[config.mk]
export PLATFORM = sky130hd
export DESIGN_NAME = full_adder_4b
export DESIGN_NICKNAME = d
export VERILOG_FILES = /design/src/rtl/full_adder_4b.sv
export SDC_FILE = /design/constraint.sdc
export NUM_CORES = 1
export LEC_CHECK = 0
export ABC_AREA = 1
export ABC_CLOCK_PERIOD_IN_PS = 1300
export CAP_MARGIN = 5
export CORE_AREA = 4 4 41 43
export CTS_BUF_LIST = sky130_fd_sc_hd__clkbuf_16
export CTS_CLUSTER_DIAMETER = 50
export DETAILED_ROUTE_END_ITERATION = 16
export DIE_AREA = 0 0 45 47
export PLACE_DENSITY_LB_ADDON = 0.2
export SETUP_SLACK_MARGIN = 0.1
export SLEW_MARGIN = 20
export SYNTH_ARGS = -nofsm -noshare
export SYNTH_HDL_FRONTEND = slang
export SYNTH_SLANG_ARGS = --single-unit
[constraint.sdc]
create_clock -name clk -period 1.3 [get_ports clk]
set_input_delay 0.195 -clock clk [delete_from_list [all_inputs] [get_ports clk]]
set_output_delay 0.195 -clock clk [all_outputs]
set_load 0.02 [all_outputs]
[src/rtl/full_adder_4b.sv]
// Registered 4-bit ripple-carry adder with carry-out and signed-overflow flag.
// Define FULL_ADDER_4B_BCD_FLAG_EN to add the registered bcd_adj output for the downstream BCD stage.

module full_adder_cell (
    input  logic a,
    input  logic b,
    input  logic c_in,
    output logic s,
    output logic c_out
);

    logic half_sum;

    assign half_sum = a ^ b;
    assign s        = half_sum ^ c_in;
    assign c_out    = (a & b) | (c_in & half_sum);

endmodule

module full_adder_4b (
    input  logic       clk,
    input  logic       rst_n,
    output logic       Co,
    output logic [3:0] y,
    input  logic [3:0] a,
    input  logic [3:0] b,
    input  logic       ci,
    input  logic       in_valid,
    output logic       out_valid,
    output logic       ovf
`ifdef FULL_ADDER_4B_BCD_FLAG_EN
    ,
    output logic       bcd_adj
`endif
);

    logic [4:0] carry;
    logic [3:0] sum;
    logic       ovf_next;

    assign carry[0] = ci;

    genvar i;
    generate
        for (i = 0; i < 4; i++) begin : g_cell
            full_adder_cell u_cell (
                .a     (a[i]),
                .b     (b[i]),
                .c_in  (carry[i]),
                .s     (sum[i]),
                .c_out (carry[i+1])
            );
        end
    endgenerate

    // Signed overflow occurs exactly when the carries into and out of the sign bit differ.
    assign ovf_next = carry[4] ^ carry[3];

    always_ff @(posedge clk or negedge rst_n) begin
        if (!rst_n) begin
            y         <= 4'b0000;
            Co        <= 1'b0;
            ovf       <= 1'b0;
            out_valid <= 1'b0;
        end else begin
            out_valid <= in_valid;
            if (in_valid) begin
                y   <= sum;
                Co  <= carry[4];
                ovf <= ovf_next;
            end
        end
    end

`ifdef FULL_ADDER_4B_BCD_FLAG_EN
    logic bcd_next;

    // A 4-bit sum above 9 means bit 3 plus either bit 2 or bit 1; a carry-out also needs +6.
    assign bcd_next = carry[4] | (sum[3] & (sum[2] | sum[1]));

    always_ff @(posedge clk or negedge rst_n) begin
        if (!rst_n) begin
            bcd_adj <= 1'b0;
        end else if (in_valid) begin
            bcd_adj <= bcd_next;
        end
    end
`endif

endmodule

==> out/metrics.yaml <==
wire_per_inst_um: 9.11
clock-sinks: 7
rsz0062_at_grt: "true"
die_h_um: 47
worstSkewPairLatency_ns: 0.23
power_mw: 0.978
start_util_pct: 27.8
drtPass1Iterations: 4
final_cell_mix: "13 x nand2_1, 9 x dlygate4sd2_1, 7 x dfrtp_1, 7 x inv_2, 6 x clkdlybuf4s50_1"
p_leak_nw: 0.329
tightest_slew_ns: 0.306
status: "finished with violations"
crit_fanout: 2
fin_nets: 77
via_per_inst: 4.03
track_usage_pct: 8.25
synth.distinct_cells: 8
timing.rr.end: "Co"
avgSynthCellArea_um2: 9.77
crit_type: "input pin to flip-flop"
drv_cap: 0
cp.arrival_ns: 1.91
min_period_ns: 1.75
violations: "negative setup slack"
dp_cells: 70
ys_top_cells_by_area: "dfrtp_1 48%, fa_1 22%, nand2_1 13%"
syn_inst: 37
instances_no_fill: 75
layout_commonest_cell: "nand2_1"
critPathLaunchType: "input pin"
hold_path.class: "input pin to asynchronous set/reset pin"
end_kind: "flip-flop"
grt_overflow: 0
diodes: 0
yosysSeqAreaShare_pct: 48.4
area_growth_syn_to_layout_pct: 77.2
setup-tns-final_ns: -1.16
postRouteAntennaNets: 0
design_area_um2: 641
totalWireLength_um: 683
dpl.hpwl_um: 542
cts_max_path_buffers: 2
io_buffers: 18
synth_area_um2: 362
setup_ws_ns: -0.451
drive_above_1_share_pct: 31.7
cts_root_buf: "clkbuf_16"
period_share_pct: 135
synth_top_area_cell: "dfrtp_1"
htree_levels: 1
timing.rr.start: "Co"
pre_cts_ws_ns: -1.10
grt_max_degree: 10
drv_slew: 0
fmax_mhz: 571
netlist.area_leader.share_pct: 48.4
fin_skew_ns: 0
synthesis.nets: 53
rrSetupSlack_ns: 0.70
vias: 302
row_count: 13
synth_seq_cells: 7
cts_inserted_buffers: 3
place_area_um2: 568
place_congestion: 0.674
ios: 19
finalHoldViolCount: 0
core_area_um2: 1300
slew_headroom_pct: 79.5
die_w_um: 45
grt_pass1_vias: 288
cts_tree: "built"
initialDrtViolationCount: 2
peakVddDrop_uv: 692
p_per_area_nw_per_um2: 1530
worst_ep_required_time_ns: 1.46
antenna_found_initial: 0
grt_first_pass_wirelength_mm: 1.15
finalSetupViolCount: 4
ys.warnings.count: 0
drc: 0
die-area_um2: 2120
clk_pin_slew_worst_paths_ns: 0.04
cts_hold_buf: 0
reg2regPathDepth: 2
fillCellCount: 149
final cells by class:
type	instances	area [um^2]	area share (%)
inverter	9	33.8	5.27
multi-input combinational	21	163	25.4
clock inverter	1	3.75	0.586
clock buffer	3	75.1	11.7
tap	15	18.8	2.93
timing repair buffer	19	171	26.8
sequential	7	175	27.3
routing by layer:
| metal | vias up | routed length [um] | global-route usage (%) | part of all wire (%) |
|---|---|---|---|---|
| met1 | 132 | 296 | 9.24 | 43 |
| met5 | - | 0 | 0 | 0 |
| met2 | 16 | 262 | 10.7 | 38 |
| met3 | 2 | 104 | 1.92 | 15 |
| li1 | 152 | - | - | - |
| met4 | 0 | 19 | 12.3 | 2.8 |
per-stage QoR:
| stage | util, % | hold WS (ns) |
|---|---|---|
| 6_report | 49.2 | 0.224 |
| 5_1_grt | 49.2 | 0.252 |
| 4_1_cts | 48.4 | 0.232 |
| 3_5_place_dp | 43.7 | 0.459 |
| 3_3_place_gp | 43.7 | 0.455 |
| 2_1_floorplan | - | -0.101 |
Yosys cell counts:
cell type	n
dfrtp_1	7
fa_1	4
nand3_1	1
o21ai_1	2
inv_2	1
o21ai_2	1
nand2_1	13
inv_1	8
worst max-delay path: stages:
cell and delay (ns):
buf_6 0.09, fa_2 0.37, inv_2 0.06, fa_2 0.18, inv_2 0.04, fa_2 0.34, inv_2 0.07, fa_2 0.43
o21ai_2 0.13
sequential cells by signal (all words and copies together) (netlist names):
signal	cells
y	4
Co	1
out_valid	1
ovf	1
power breakdown:
group / internal [mW] / leakage (nW) / total (mW) / switching [mW]
registers: 0.250 / 0.0845 / 0.265 / 0.0143
clock network: 0.399 / 0.0423 / 0.509 / 0.110
logic: 0.0956 / 0.202 / 0.204 / 0.108
logic make-up after synthesis:
logic type | after synthesis | synth area share [%]
adder cells (fa/ha/maj) | 4 | 22.1
flip-flops | 7 | 48.4
buffers and inverters | 9 | 9.34
AND/OR/NAND/NOR | 14 | 14.9
AO/OA/AOI/OAI | 3 | 5.19
how the worst max path moves through the flow:
stage | slack, ns | to | depth (start not counted) | startpoint
detailed placement | -1.10 | ovf | 12 | a[0]
global placement | -1.08 | ovf | 12 | a[0]
CTS | -0.46 | y[3] | 9 | a[0]
global route | -0.53 | y[3] | 9 | a[0]
finish | -0.45 | y[3] | 9 | a[0]
floorplan | -0.56 | y[3] | 8 | a[0]
timing repair:
item                                    CTS  global route
endpoints found under the setup margin   12             4
pin swaps                                 6             1
endpoints found under the hold margin     0             0
gates resized for setup                  25             2
setup buffers                             0             1
gates cloned                              0             0
(Power assumes the default switching activity.)
